$ cat src/rtl/memory_access_stage.sv
// Memory stage: runs loads/stores over a req/ack data bus, formats load data,
// stalls upstream while waiting and flags misaligned/illegal/timed-out accesses.
//
// state   | meaning
// IDLE    | no bus request outstanding; mw_* register captures every cycle
// BUSY    | dmem_req_o high, waiting for dmem_ack_i or timeout
module memory_access_stage #(
    parameter int unsigned TIMEOUT_CYCLES = 255
) (
    input  logic        clk_i,
    input  logic        reset_i,
    input  logic        em_reg_write_i,
    input  logic        em_mem_read_i,
    input  logic        em_mem_write_i,
    input  logic [1:0]  em_dmem_to_reg_i,
    input  logic [2:0]  em_funct3_i,
    input  logic [4:0]  em_write_addr_reg_i,
    input  logic [31:0] em_alu_result_i,
    input  logic [31:0] em_read_data2_i,
    input  logic [31:0] em_pc_new_i,
    output logic        dmem_req_o,
    output logic        dmem_we_o,
    output logic [31:0] dmem_addr_o,
    output logic [3:0]  dmem_be_o,
    output logic [31:0] dmem_wdata_o,
    input  logic        dmem_ack_i,
    input  logic [31:0] dmem_rdata_i,
    output logic        mem_stall_o,
    output logic        mw_reg_write_o,
    output logic [1:0]  mw_dmem_to_reg_o,
    output logic [4:0]  mw_write_addr_reg_o,
    output logic [31:0] mw_alu_result_o,
    output logic [31:0] mw_load_data_o,
    output logic [31:0] mw_pc_new_o,
    output logic        mw_fault_o
);

    localparam logic [0:0] ST_IDLE = 1'b0;
    localparam logic [0:0] ST_BUSY = 1'b1;
    localparam logic [7:0] WAIT_LAST = 8'(TIMEOUT_CYCLES - 1);

    logic [0:0]  state;
    logic [7:0]  wait_cnt;

    logic        access;
    logic        is_read;
    logic        f3_illegal;
    logic        misaligned;
    logic        bad_access;
    logic        start_access;
    logic        ack_seen;
    logic        timed_out;
    logic        capture;
    logic        fault_nxt;
    logic [3:0]  be_nxt;
    logic [31:0] wdata_nxt;
    logic [7:0]  byte_sel;
    logic [15:0] half_sel;
    logic [31:0] load_fmt;

    always_comb begin
        access  = em_mem_read_i | em_mem_write_i;
        is_read = em_mem_read_i;

        case (em_funct3_i)
            3'b000, 3'b001, 3'b010: f3_illegal = 1'b0;
            3'b100, 3'b101:         f3_illegal = ~is_read;
            default:                f3_illegal = 1'b1;
        endcase

        case (em_funct3_i[1:0])
            2'b01:   misaligned = em_alu_result_i[0];
            2'b10:   misaligned = (em_alu_result_i[1:0] != 2'b00);
            default: misaligned = 1'b0;
        endcase

        bad_access = f3_illegal | misaligned;

        case (em_funct3_i[1:0])
            2'b00:   be_nxt = 4'b0001 << em_alu_result_i[1:0];
            2'b01:   be_nxt = em_alu_result_i[1] ? 4'b1100 : 4'b0011;
            default: be_nxt = 4'b1111;
        endcase

        if (is_read) begin
            wdata_nxt = 32'h0;
        end else begin
            case (em_funct3_i[1:0])
                2'b00:   wdata_nxt = {4{em_read_data2_i[7:0]}};
                2'b01:   wdata_nxt = {2{em_read_data2_i[15:0]}};
                default: wdata_nxt = em_read_data2_i;
            endcase
        end

        case (em_alu_result_i[1:0])
            2'b00:   byte_sel = dmem_rdata_i[7:0];
            2'b01:   byte_sel = dmem_rdata_i[15:8];
            2'b10:   byte_sel = dmem_rdata_i[23:16];
            default: byte_sel = dmem_rdata_i[31:24];
        endcase
        half_sel = em_alu_result_i[1] ? dmem_rdata_i[31:16] : dmem_rdata_i[15:0];

        case (em_funct3_i)
            3'b000:  load_fmt = {{24{byte_sel[7]}}, byte_sel};
            3'b001:  load_fmt = {{16{half_sel[15]}}, half_sel};
            3'b100:  load_fmt = {24'h0, byte_sel};
            3'b101:  load_fmt = {16'h0, half_sel};
            default: load_fmt = dmem_rdata_i;
        endcase

        start_access = (state == ST_IDLE) & access & ~bad_access;
        ack_seen     = (state == ST_BUSY) & dmem_ack_i;
        timed_out    = (state == ST_BUSY) & ~dmem_ack_i & (wait_cnt == WAIT_LAST);
        // Every cycle that is not a bubble updates the mw register.
        capture      = ((state == ST_IDLE) & ~start_access) | ack_seen | timed_out;
        fault_nxt    = ((state == ST_IDLE) & access & bad_access) | timed_out;
        mem_stall_o  = start_access | ((state == ST_BUSY) & ~dmem_ack_i & ~timed_out);
    end

    always_ff @(posedge clk_i) begin
        if (reset_i) begin
            state               <= ST_IDLE;
            wait_cnt            <= 8'h0;
            dmem_req_o          <= 1'b0;
            dmem_we_o           <= 1'b0;
            dmem_addr_o         <= 32'h0;
            dmem_be_o           <= 4'h0;
            dmem_wdata_o        <= 32'h0;
            mw_reg_write_o      <= 1'b0;
            mw_dmem_to_reg_o    <= 2'b00;
            mw_write_addr_reg_o <= 5'h0;
            mw_alu_result_o     <= 32'h0;
            mw_load_data_o      <= 32'h0;
            mw_pc_new_o         <= 32'h0;
            mw_fault_o          <= 1'b0;
        end else begin
            mw_fault_o     <= fault_nxt;
            mw_reg_write_o <= capture & ~fault_nxt & em_reg_write_i;

            if (capture) begin
                mw_dmem_to_reg_o    <= em_dmem_to_reg_i;
                mw_write_addr_reg_o <= em_write_addr_reg_i;
                mw_alu_result_o     <= em_alu_result_i;
                mw_pc_new_o         <= em_pc_new_i;
                mw_load_data_o      <= (ack_seen & is_read) ? load_fmt : 32'h0;
            end

            case (state)
                ST_IDLE: begin
                    if (start_access) begin
                        state        <= ST_BUSY;
                        wait_cnt     <= 8'h0;
                        dmem_req_o   <= 1'b1;
                        dmem_we_o    <= ~is_read;
                        dmem_addr_o  <= {em_alu_result_i[31:2], 2'b00};
                        dmem_be_o    <= be_nxt;
                        dmem_wdata_o <= wdata_nxt;
                    end
                end
                ST_BUSY: begin
                    if (ack_seen || timed_out) begin
                        state      <= ST_IDLE;
                        dmem_req_o <= 1'b0;
                    end else begin
                        wait_cnt <= wait_cnt + 8'h1;
                    end
                end
                default: state <= ST_IDLE;
            endcase
        end
    end

endmodule

$ cat config.mk
export PLATFORM = sky130hd
export DESIGN_NAME = memory_access_stage
export DESIGN_NICKNAME = d
export VERILOG_FILES = /design/src/rtl/memory_access_stage.sv
export SDC_FILE = /design/constraint.sdc
export NUM_CORES = 1
export LEC_CHECK = 0
export CAP_MARGIN = 0
export CORE_MARGIN = 1.5
export CORE_UTILIZATION = 43
export CTS_BUF_LIST = sky130_fd_sc_hd__clkbuf_8
export DETAILED_ROUTE_END_ITERATION = 6
export PLACE_DENSITY = 0.93
export SYNTH_ARGS = -nofsm -noshare
export SYNTH_HDL_FRONTEND = slang
export SYNTH_SLANG_ARGS = --single-unit
$ cat constraint.sdc
create_clock -name clk_i -period 2.2 [get_ports clk_i]
set_clock_uncertainty 0.05 [all_clocks]
set_input_delay 0.22 -clock clk_i [delete_from_list [all_inputs] [get_ports clk_i]]
set_output_delay 0.22 -clock clk_i [all_outputs]
set_load 0.01 [all_outputs]
Yosys cells after proc, flatten, opt, wreduce, memory -nomap -nowiden
Cells that the tools add are included.

Bits in registers: 182. Bits in latches: 0. RAM bits: 0. Bits in read-only memories: 0. Bits of input ports: 144. Output and inout port bits: 176. Memories: 0.

Add/subtract/negate cells: 1. Multiply operators: 0. Divide/modulo/power cells: 0. Magnitude comparators: 0. Eq/ne operators: 12. Shifts and indexed selects: 1. Muxes and demuxes: 19. Bitwise operators: 24. Reductions and logical operators: 10.

Operator list (count): 32-bit case mux with 4 select lines (1); 32-bit two-way mux (2); 32-bit case mux with 2 select lines (1); 8-bit case mux with 3 select lines (1); 16-bit two-way mux (1); 8-bit two-way mux (2); 8-bit case mux with 2 select lines (1); 1-bit bitwise AND (11); 8-bit by 1-bit adder with 8-bit output (second input constant) (1); 8-bit equality test (second input constant) (1); 1-bit case mux with 2 select lines (4); 4-bit case mux with 2 select lines (1); 1-bit inverter (7); 3-bit equality test (second input constant) (2); 1-bit OR (6); 2-bit AND reduction (3); 2-bit by 1-bit equality test with 1-bit output (second input constant) (2); 2-bit equality test (second input constant) (2); 2-bit zero test (2); 1-bit two-way mux (4); 4-bit two-way mux (1); 2-bit != test (second input constant) (2); 1-bit by 2-bit left shift with 4-bit output (first input constant) (1); 3-bit by 1-bit equality test with 1-bit output (second input constant) (1); other kinds (7) (7).

Depth between registers and ports, before layout
Word-level depth: 12. Mapped depth: 9. Depth with buffers taken out: 8.

Worst setup path before layout
No wires, ideal clock.

Kind: input -> register. Start: input em_funct3_i[0]. End: register dmem_wdata_o[16]. Setup time: 0.059 ns. Arrival: 1.626 ns. Slack: 0.466 ns. Stages on the path: 8. Path buffers: 1. Cells stage by stage: inv_1 > ha_1 > o211ai_1 > nand2_1 > a211o_1 > nor4_4 > buf_2 > a22o_1.

Longest elaborated chain between the ends: 7. Elaborated cells between the ends (all ways): 18.

Ends and longest elaborated chain: start, declared (line 16) `input logic [2:0] em_funct3_i,`; 3-bit by 1-bit equality test with 1-bit output, or another cell as far along (line 65) `case (em_funct3_i)`; 3-bit OR reduction or 2-bit OR reduction (tied branches) (line 65); 1-bit case mux with 2 select lines (line 65); 1-bit OR (line 77) `bad_access = f3_illegal | misaligned;`; 1-bit inverter (line 111) `start_access = (state == ST_IDLE) & access & ~bad_access;`; 1-bit bitwise AND (line 111); 2-bit AND reduction (no source line); end signal, assigned (line 157) `dmem_wdata_o <= wdata_nxt;`; end, declared (line 25) `output logic [31:0] dmem_wdata_o,`.

Several ways; a longest one is shown, not always the timed one. A chain may end at the register's enable or synchronous reset.

Worst setup path in the final report
Start: register wait_cnt[0]. End: output mem_stall_o.

Longest elaborated chain between the ends: 5.

Ends and longest elaborated chain: start, declared (line 43) `logic [7:0] wait_cnt;`; start signal, assigned (line 165) `wait_cnt <= wait_cnt + 8'h1;`; 8-bit equality test (line 113) `timed_out = (state == ST_BUSY) & ~dmem_ack_i & (wait_cnt == WAIT_LAST);`; 1-bit bitwise AND (line 113); 1-bit inverter (line 117) `mem_stall_o = start_access | ((state == ST_BUSY) & ~dmem_ack_i & ~timed_out);`; 1-bit bitwise AND (line 117); 1-bit OR (line 117); end, declared (line 28) `output logic mem_stall_o,`.

No other way between the ends.

==> out/qor.txt <==
status: completed
ys flop type: dfxtp_1
gr ovfl total: 0
Die H: 132.4 um
Initial Utilization: 0.4373
Reg clk slew, reported paths: 0.09 ns
post-synth top area cell: dfxtp_1
CTS buffer count: 17
number of diodes: 0
Post-synth EDFFs: 0
# DRC: 0
Worst VDD drop: 0.3679 mV
final instance area: 11090 um2
minimum clock period: 2.193 ns
post-synth top area share: 0.5060
top cells by area, synth: dfxtp_1, nand2_1, a21oi_1
drt total wl: 22870 um
Top-Level Pins: 320
Syn Area/Cell: 8.781 um2
# Max-Cap Violations: 0
fraction of registers with async set or reset after synthesis: 0
first-pass GRT wire length: 35700 um
P per Cell Area: 675.3 nW/um2
RSZ-0062 raised after global routing: true
aggregate global-route resource usage: 0.2534
Worst Setup End Kind: output port
nets: 1282
Wirelength per Cell: 16.76 um
Slew Viols, Final: 0
H-tree Lvls: 4
period utilization: 0.9968
post-synthesis cell area: 7201 um2
via count: 7263
commonest non-fill, non-tap cell in the layout: clkdlybuf4s50_1
drt first pass iters: 5
Die W: 132.4 um
clk_lat worst skew: 0.45 ns
post-route ant nets: 0
pre-CTS WS: -0.6975 ns
WS Path Type: reg2out
pin count of the biggest net entering global routing: 76
num rows: 47
Post-Synthesis Cells: 820
GP Congestion: 0.8764
number of global-route vias before repair: 6993
Max Buffers Root-to-Sink: 2
critical path launch point type: flip-flop
worst-margin pin slew: 0.7875 ns
Yosys reg bits: 182
root buf cell: clkbuf_8
port bufs: 317
Iter 0 DRT Violations: 486
layout cell share with drive strength beyond 1: 0.08646
Crit Path Max Fanout: 5
clk sinks: 182
most frequent cells in the layout: clkdlybuf4s50_1, nand2_1, dfxtp_1
area of the core: 16470 um2
hold slack: 0.2506 ns
Hold Vio Cnt, Final: 0
min-delay src: reset_i
crit path from: wait_cnt[0]
Final Total Pwr: 7492 uW
CP arrival: 1.92 ns
Worst EP required: 1.93 ns
Via density: 5.321
Ys Warns: 0
synth unique cells: 51
Placed Area: 10650 um2
Area Overhead vs Synth: 54.07%
Non-Filler Instances: 1365
TritonCTS clock tree: done
placed insts: 1330
RR Startpoint: wait_cnt[0]
final worst slack: 0.007067 ns
Final Setup Violations: 0
FMAX: 456.0 MHz
sequential share of the synthesized area: 0.5060
die area: 17530 um2
min-delay worst type: in2reg
Post-DP HPWL: 16510 um
Rel. slew slack: 0.4737
leak pwr: 0.004223 uW
initial antenna violation count: 0
[report_power, final]
group | leakage [uW] | switching [uW] | internal, uW
Combinational | 0.00254 | 791 | 856
Clock | 0.000191 | 1190 | 1060
Sequential | 0.00149 | 103 | 3490
[stage by stage]
stage	setup TNS, ns	util
after floorplan	0	-
after global placement	-60.04	0.6470
after global routing	-0.1884	0.6738
after detailed placement	-66.57	0.6470
final	0	0.6738
after CTS	-1.566	0.6710
[cells in the mapped netlist, drive strengths merged (2+ instances only)]
cell type / number
o21bai: 3
o21ai: 4
buf: 41
nor2b: 4
nand3: 4
a211o: 2
a21o: 2
nor2: 28
and2: 2
nor3: 4
clkbuf: 26
nand4: 3
a32o: 16
nand2b: 3
a22oi: 16
o2bb2ai: 31
a21oi: 122
mux2: 9
mux2i: 2
xor2: 5
inv: 7
or2: 2
or3: 16
a22o: 22
a221oi: 7
dfxtp: 182
a311oi: 2
nand2: 237
ha: 5
[final timing paths]
path	to	cells after the start	slack (ns)
worst max-delay path	mem_stall_o	7	0.007
worst max register to register	mw_load_data_o[7]	9	0.06
worst min register to register	dmem_addr_o[24]	2	0.41
worst min-delay path	dmem_we_o	3	0.25
[layer usage]
metal / up-vias / global-route usage / share of wire
met5: - / 0 / 0
met2: 342 / 0.4322 / 0.50
li1: 3455 / - / -
met1: 3396 / 0.2893 / 0.39
met3: 70 / 0.06728 / 0.074
met4: 0 / 0.1386 / 0.044
[state kept, by name (all words and copies together) (netlist names)]
signal	flops
wait_cnt	8
mw_alu_result_o	32
mw_dmem_to_reg_o	2
mw_write_addr_reg_o	5
dmem_we_o	1
dmem_wdata_o	32
dmem_req_o	1
dmem_addr_o	30
mw_load_data_o	32
mw_pc_new_o	32
state	1
mw_fault_o	1
dmem_be_o	4
mw_reg_write_o	1
[cell families after synthesis]
logic type	share of synthesized area
other	0.0005208
muxes	0.01686
buffers and inverters	0.05977
and+or+nand+nor	0.1785
AOI/OAI and AO/OA	0.2236
xor gates and xnor gates	0.006081
adders and majority gates	0.008688
DFF	0.5060
[timing repair]
| action | CTS | global route |
|---|---|---|
| endpoints found under the setup margin | 90 | 91 |
| setup buffers | 0 | 5 |
| gates resized for setup | 3 | 12 |
| hold buffers | 0 | 0 |
| pin swaps | 1 | 2 |
[layout make-up]
type / count / area (um2)
multi-input combinational: 565 / 3148
inverter: 7 / 31.28
clock inverter: 12 / 130.1
clock buffer: 19 / 261.5
sequential: 182 / 3649
fill: 1278 / 5371
tap: 220 / 275.3
timing repair buffer: 360 / 3600
[worst max-delay path, cell delays in order, from the launching register on]
cell and delay (ns):
dfxtp_4 0.37, inv_2 0.05, ha_2 0.15, nand4_1 0.19
o31ai_4 0.36, o21a_4 0.22, inv_6 0.04, buf_6 0.11
No activity file was read; power rests on OpenSTA's default activity.
